File: config.mk
export PLATFORM = sky130hd
export DESIGN_NAME = multicycle_sequencer
export DESIGN_NICKNAME = d
export VERILOG_FILES = /design/src/rtl/multicycle_sequencer.sv
export SDC_FILE = /design/constraint.sdc
export NUM_CORES = 1
export LEC_CHECK = 0
export ABC_CLOCK_PERIOD_IN_PS = 2800
export BUFFER_PORTS_ARGS = -buffer_cell sky130_fd_sc_hd__buf_2
export CAP_MARGIN = 20
export CORE_ASPECT_RATIO = 0.6
export CORE_UTILIZATION = 30
export CTS_CLUSTER_DIAMETER = 120
export DETAILED_ROUTE_END_ITERATION = 16
export PLACE_DENSITY = 0.54
export SYNTH_ARGS = -nofsm -noshare
export SYNTH_HDL_FRONTEND = slang
export SYNTH_SLANG_ARGS = --single-unit
File: constraint.sdc
create_clock -name clock -period 2.8 [get_ports clock]
set_input_delay 0.42 -clock clock [delete_from_list [all_inputs] [get_ports clock]]
set_output_delay 0.42 -clock clock [all_outputs]
set_load 0.02 [all_outputs]
File: src/rtl/multicycle_sequencer.sv
// Purpose : Moore FSM sequencing the shared RV64 datapath (fetch/regfile/ALU/dmem) over several cycles per instruction.
// Latency : R/I 4, ld 5, sd 4, beq 3 cycles with zero-wait memories; FETCH/MEM stretch while the awaited ready is low.
// Backpressure: holds in FETCH on !imem_ready and in MEM on !dmem_ready; traps (sticky until reset) after TIMEOUT waited cycles.
//
// Ports:
//   clock, reset (async, active-low)
//   opcode, zero, imem_ready, dmem_ready             : datapath status inputs
//   imem_req, ir_write, pc_write, pc_src, reg_write,
//   alu_src, alu_op, mem_read, mem_write, mem_to_reg : datapath controls, decoded from state (+ latched class)
//   state (debug encoding), trap (sticky error)
//   retired, stall_cycles                            : only when SEQ_PERF_CNT_EN is defined
//
// Optional feature macro: SEQ_PERF_CNT_EN (performance counters).

module multicycle_sequencer #(
    parameter int TIMEOUT = 15,
    parameter int CNT_W   = 8
) (
    input  logic       clock,
    input  logic       reset,
    input  logic [6:0] opcode,
    input  logic       zero,
    input  logic       imem_ready,
    input  logic       dmem_ready,
    output logic       imem_req,
    output logic       ir_write,
    output logic       pc_write,
    output logic       pc_src,
    output logic       reg_write,
    output logic       alu_src,
    output logic [1:0] alu_op,
    output logic       mem_read,
    output logic       mem_write,
    output logic       mem_to_reg,
    output logic [2:0] state,
`ifdef SEQ_PERF_CNT_EN
    output logic [31:0] retired,
    output logic [31:0] stall_cycles,
`endif
    output logic       trap
);

    typedef enum logic [2:0] {
        S_FETCH  = 3'd0,
        S_DECODE = 3'd1,
        S_EXEC   = 3'd2,
        S_MEM    = 3'd3,
        S_WB     = 3'd4,
        S_BRANCH = 3'd5,
        S_TRAP   = 3'd7
    } state_t;

    typedef enum logic [2:0] {
        C_R   = 3'd0,
        C_I   = 3'd1,
        C_LD  = 3'd2,
        C_SD  = 3'd3,
        C_BEQ = 3'd4,
        C_ILL = 3'd5
    } cls_t;

    localparam logic [CNT_W-1:0] TERM_CNT = CNT_W'(TIMEOUT);

    state_t           state_q, state_d;
    cls_t             cls_q, cls_d;
    logic [CNT_W-1:0] cnt_q, cnt_d;

    function automatic cls_t decode_cls(input logic [6:0] opc);
        case (opc)
            7'b0110011: decode_cls = C_R;
            7'b0010011: decode_cls = C_I;
            7'b0000011: decode_cls = C_LD;
            7'b0100011: decode_cls = C_SD;
            7'b1100011: decode_cls = C_BEQ;
            default:    decode_cls = C_ILL;
        endcase
    endfunction

    // Next-state, class latch and wait counter
    always_comb begin
        state_d = state_q;
        cls_d   = cls_q;
        cnt_d   = cnt_q;
        case (state_q)
            S_FETCH: begin
                // Ready on the terminal-count cycle still wins over the trap.
                if (imem_ready)              state_d = S_DECODE;
                else if (cnt_q == TERM_CNT)  state_d = S_TRAP;
                else                         cnt_d   = cnt_q + CNT_W'(1);
            end
            S_DECODE: begin
                cls_d = decode_cls(opcode);
                case (decode_cls(opcode))
                    C_R, C_I, C_LD, C_SD: state_d = S_EXEC;
                    C_BEQ:                state_d = S_BRANCH;
                    default:              state_d = S_TRAP;
                endcase
            end
            S_EXEC: begin
                if (cls_q == C_LD || cls_q == C_SD) state_d = S_MEM;
                else                                state_d = S_WB;
            end
            S_MEM: begin
                if (dmem_ready)              state_d = (cls_q == C_LD) ? S_WB : S_FETCH;
                else if (cnt_q == TERM_CNT)  state_d = S_TRAP;
                else                         cnt_d   = cnt_q + CNT_W'(1);
            end
            S_WB:     state_d = S_FETCH;
            S_BRANCH: state_d = S_FETCH;
            S_TRAP:   state_d = S_TRAP;
            default:  state_d = S_TRAP;
        endcase
        // Each state's wait budget starts fresh.
        if (state_d != state_q) cnt_d = '0;
    end

`ifdef SEQ_PERF_CNT_EN
    logic [31:0] retired_q, retired_d;
    logic [31:0] stall_q, stall_d;

    always_comb begin
        retired_d = retired_q;
        stall_d   = stall_q;
        if (state_q == S_WB || state_q == S_BRANCH ||
            (state_q == S_MEM && cls_q == C_SD && dmem_ready))
            retired_d = retired_q + 32'd1;
        if ((state_q == S_FETCH && !imem_ready) || (state_q == S_MEM && !dmem_ready))
            stall_d = stall_q + 32'd1;
    end

    assign retired      = retired_q;
    assign stall_cycles = stall_q;
`endif

    always_ff @(posedge clock or negedge reset) begin
        if (!reset) begin
            state_q   <= S_FETCH;
            cls_q     <= C_R;
            cnt_q     <= '0;
`ifdef SEQ_PERF_CNT_EN
            retired_q <= '0;
            stall_q   <= '0;
`endif
        end else begin
            state_q   <= state_d;
            cls_q     <= cls_d;
            cnt_q     <= cnt_d;
`ifdef SEQ_PERF_CNT_EN
            retired_q <= retired_d;
            stall_q   <= stall_d;
`endif
        end
    end

    // Control decode: pure function of state and latched class, except the
    // FETCH handshake (imem_ready) and the branch decision (zero).
    always_comb begin
        imem_req   = 1'b0;
        ir_write   = 1'b0;
        pc_write   = 1'b0;
        pc_src     = 1'b0;
        reg_write  = 1'b0;
        alu_src    = 1'b0;
        alu_op     = 2'b00;
        mem_read   = 1'b0;
        mem_write  = 1'b0;
        mem_to_reg = 1'b0;
        case (state_q)
            S_FETCH: begin
                imem_req = 1'b1;
                ir_write = imem_ready;
                pc_write = imem_ready;
            end
            S_EXEC: begin
                case (cls_q)
                    C_R:     begin alu_src = 1'b0; alu_op = 2'b10; end
                    C_I:     begin alu_src = 1'b1; alu_op = 2'b10; end
                    default: begin alu_src = 1'b1; alu_op = 2'b00; end
                endcase
            end
            S_MEM: begin
                mem_read  = (cls_q == C_LD);
                mem_write = (cls_q == C_SD);
            end
            S_WB: begin
                reg_write  = 1'b1;
                mem_to_reg = (cls_q == C_LD);
            end
            S_BRANCH: begin
                alu_op   = 2'b01;
                pc_src   = 1'b1;
                pc_write = zero;
            end
            default: ;
        endcase
    end

    assign state = state_q;
    assign trap  = (state_q == S_TRAP);

endmodule

# After elaboration in Yosys (flattened, before gate mapping)
# Cells that the tools add are included.
# word_totals
input_bits	12
regBits	14
wordCells	61
out_inout_bits	15
# classes
n_addsub	1
n_eq_ne	22
n_mux	26
reduce_logical	9
# op_table
op	n
8-bit two-way mux	4
3-bit one-hot mux with 5 select lines	2
3-bit by 2-bit equality test with 1-bit output, second input constant	6
3-bit two-way mux	6
8-bit one-hot mux with 2 select lines	1
7-bit by 6-bit equality test with 1-bit output, second input constant	2
3-bit equality test, second input constant	4
3-bit by 1-bit equality test with 1-bit output, second input constant	3
3-bit logical NOT	3
1-bit two-way mux	9
8-bit by 1-bit adder with 8-bit output, second input constant	1
8-bit by 4-bit equality test with 1-bit output, second input constant	1
7-bit by 2-bit equality test with 1-bit output, second input constant	1
7-bit by 5-bit equality test with 1-bit output, second input constant	1
7-bit equality test, second input constant	1
3-bit inequality test, second input constant	2
3-bit one-hot mux with 2 select lines	1
2-bit one-hot mux with 2 select lines	1
2-bit OR reduction	2
4-bit OR reduction	1
3-bit inequality test	1
3-bit AND reduction	1
3-bit nonzero test	1
2-bit two-way mux	1
2 further kinds	2

# Longest topological paths before layout
# depth
depth_word	10
depth_mapped	6
ltp_nobuf	6

# Worst setup path after synthesis
# No wires, ideal clock.
# synth_path
kind	reg-to-output
startpoint	register state_q[2], in the netlist state[2]
endpoint	output port mem_to_reg
setup_slack_ps	608
path_stages_with_launch	5
path_buffers	2
t_arrival_ps	1772
required_ps	2380
cell_sequence	dfrtp_1 > buf_2 > clkbuf_1 > and2_1 > nor3b_1
# synth_via
elab_chain_len	2
# synth_lines
item	line_no	source
from (decl)	64	state_t state_q, state_d;
from (signal assigned)	145	state_q <= state_d;
3-bit equality test	168	case (state_q)
1-bit two-way mux	168	
to (decl)	34	output logic mem_to_reg,
# No other way between the ends.

# Worst setup path in the final report
# layout_path
startpoint	register state_q[1], in the netlist state[1]
endpoint	output port pc_write
# layout_via
elab_chain_len	2
elab_cells_between_ends	3
classes_between	1 x eq/ne; 1 x mux; 1 x reduce/logical
# layout_lines
item	line_no	source
3-bit equality test or 3-bit logical NOT (tied branches)	168	
1-bit one-hot mux with 2 select lines *	168	
to (decl)	27	output logic pc_write,
# Every way passes the cells marked *; elsewhere a longest branch is shown, timed or not.

==> flow_metrics.env <==
export IMPL_die_width_um=76.8
export IMPL_power_density_nw_per_um2=343
export IMPL_end_kind="output port"
export IMPL_synth_edf_count=0
export IMPL_drive_above_1_share_pct=27.7
export IMPL_setup_tns_ns=0
export IMPL_synthAdderAreaFrac_pct=1.24
export IMPL_path_clk_slew_ns=0.06
export IMPL_yosysTopAreaCell="dfrtp_1"
export IMPL_synth_seq_cells=14
export IMPL_worstPathArrival_ns=1.83
export IMPL_setup_violations=0
export IMPL_grt_start_max_net_pins=19
export IMPL_worst_slew_pin_slew_ns=0.821
export IMPL_maxClockFrequency_ghz=0.445
export IMPL_cts_tree="yes"
export IMPL_postCtsHoldBufs=0
export IMPL_wl_mm=2.65
export IMPL_hold_class="in2async"
export IMPL_status="finished clean"
export IMPL_hold_violations=0
export IMPL_synth_common_cells="14 x dfrtp_1, 13 x nor3_1, 9 x nand2_1"
export IMPL_drc=0
export IMPL_wl_per_cell_um=14.8
export IMPL_finalNetCount=151
export IMPL_drtIter0Drc=94
export IMPL_grt_pass1_vias=826
export IMPL_ys_warn_count=0
export IMPL_ir_drop_mv=0.276
export IMPL_core_region_area_um2=3020
export IMPL_rsz0062_at_grt="false"
export IMPL_syn_area_um2=1010
export IMPL_cts_path_max_buffers=2
export IMPL_maxCapViolations=0
export IMPL_antenna_found_initial=0
export IMPL_area_growth_pct=20.4
export IMPL_synth_top_family_by_area="simple AND/OR/NAND/NOR gates"
export IMPL_synth_xor_area_share_pct=6.96
export IMPL_period_share_pct=80.3
export IMPL_dieArea_um2=3600
export IMPL_routabilityCongestion=0.873
export IMPL_die_h_um=46.9
export IMPL_post_cts_buffers=0
export IMPL_htree_levels=1
export IMPL_synth_ff_type="dfrtp_1"
export IMPL_numCtsBuffers=3
export IMPL_drtPass1Iterations=4
export IMPL_synth_cell_types=45
export IMPL_path_max_fanout=18
export IMPL_track_usage_pct=15.9
export IMPL_maxSlewViolCount=0
export IMPL_yosysMostFrequentCell="dfrtp_1"
export IMPL_detail_route_antenna_nets=0
export IMPL_start_kind="flip-flop"
export IMPL_slew_headroom_pct=45.3
export IMPL_initial_utilization_pct=33.3
export IMPL_synthSimpleGateAreaFrac_pct=31.4
export IMPL_insertion_delay_ns=0.24
export IMPL_portBuffers=26
export IMPL_rr_worst_depth=5
export IMPL_synth_nets=126
export IMPL_finalPower_w=0.000416
export IMPL_synth_compound_area_share_pct=19.1
export IMPL_hpwl_mm=2.10
export IMPL_synth_area_mux_share_pct=0.994
export IMPL_ys_async_sr_fraction_pct=100
export IMPL_syn_avg_cell_area_um2=8.91
export IMPL_grt_pass1_wl_mm=4.26
export IMPL_grt_overflow_total=0
export IMPL_seq_area_frac_synth_pct=34.8
export IMPL_via_per_inst=5.37
export IMPL_cts_num_sinks=14
export IMPL_critPathRequiredTime_ns=2.38
export IMPL_pin_count=27
export IMPL_vias=961
export IMPL_syn_instance_count=113
export IMPL_finalCriticalPeriod_ns=2.25
export IMPL_finClkSkew_ns=0.00388
export IMPL_critPathKind="reg2out"
export IMPL_netlist_top_cells_area="dfrtp_1 35%, nor3_1 6.5%, xnor2_1 5.2%"
export IMPL_synth_top_cell_area_share_pct=34.8
export IMPL_diodes=0
export IMPL_rows=15
export IMPL_leakagePower_nw=0.533
export IMPL_root_buffer="clkbuf_8"
export IMPL_cts_repair_resized=0
-- cells in the final DEF, fill, tap and decap left out, types with 2 or more instances in the layout --
cell type  netlist  layout
o21ai_0          6       6
nor2_1           6       6
dfrtp_1         14      14
nand3_1          3       3
or3_1            2       2
xor2_1           2       2
nand2_1          9       9
nor3_2           2       2
nor3_1          13      13
inv_1            4       4
nor3b_1          3       3
a21o_1           2       2
nand2b_1         3       3
nand3b_1         3       3
and3_1           2       2
xnor2_1          6       6
clkbuf_8         0       4
buf_2            2      26
nor4_1           2       2
-- flip-flops by register name, summed over array words and instances, names as in the netlist --
signal	flops
cls_q	3
cnt_q	8
state	3
-- power breakdown --
group          leakage (nW)  internal (W)  switching (W)
Clock                0.0288      0.000124      0.0000678
Combinational         0.340    0.00000898      0.0000114
Sequential            0.164      0.000203    0.000000346
-- path summary, 6_finish.rpt --
check	startpoint	to	slack (ns)
min in group clock	opcode[4]	cls_q[1]$_DFFE_PN0P_	0.43
max in group asynchronous	reset	cls_q[0]$_DFFE_PN0P_	2.51
worst min register to register	cls_q[1]$_DFFE_PN0P_	cls_q[1]$_DFFE_PN0P_	0.57
worst min-delay path	reset	state[0]$_DFF_PN0_	0.06
worst max-delay path	state[1]$_DFF_PN0_	pc_write	0.55
worst max register to register	cnt_q[4]$_DFFE_PN0P_	cnt_q[1]$_DFFE_PN0P_	0.66
-- per-layer routing --
layer	track usage, %	share of wire [%]	vias up
met5	0	0	-
met4	4.62	0.95	0
met3	4.08	7.2	4
met2	22.7	40	35
met1	23.6	52	456
li1	-	-	466
-- cells by family after synthesis --
| family | Yosys count |
|---|---|
| AND/OR/NAND/NOR | 55 |
| multiplexers | 1 |
| AO/OA/AOI/OAI | 23 |
| flip-flops | 14 |
| adder cells (fa/ha/maj) | 1 |
| buffers and inverters | 11 |
| XOR/XNOR | 8 |
-- layout make-up --
class / count / area (µm²)
repair buffers: 27 / 138
inverters: 4 / 15.0
flip-flops and latches: 14 / 350
clock buffers: 4 / 55.1
well taps: 42 / 52.6
fillers: 314 / 1810
multi-input cells: 88 / 602
-- metrics by stage --
| step | hold WS (ns) | utilization, % | setup slack [ns] | instance area [µm²] | std cells |
|---|---|---|---|---|---|
| after floorplan | 0.124 | - | 0.608 | 1010 | 113 |
| after global placement | 0.321 | 38.3 | 0.732 | 1160 | 175 |
| after detailed placement | 0.327 | 38.3 | 0.705 | 1160 | 175 |
| after CTS | 0.0637 | 40.1 | 0.565 | 1210 | 179 |
| after global routing | 0.0783 | 40.1 | 0.467 | 1210 | 179 |
| final | 0.0585 | 40.1 | 0.551 | 1210 | 179 |
-- critical path: stages, from the launching register on --
cell	delay, ns
dfrtp_1	0.57
or4b_1	0.66
inv_1	0.11
a21o_1	0.08
buf_2	0.16
Note: power is estimated with default switching activity, not from simulation.
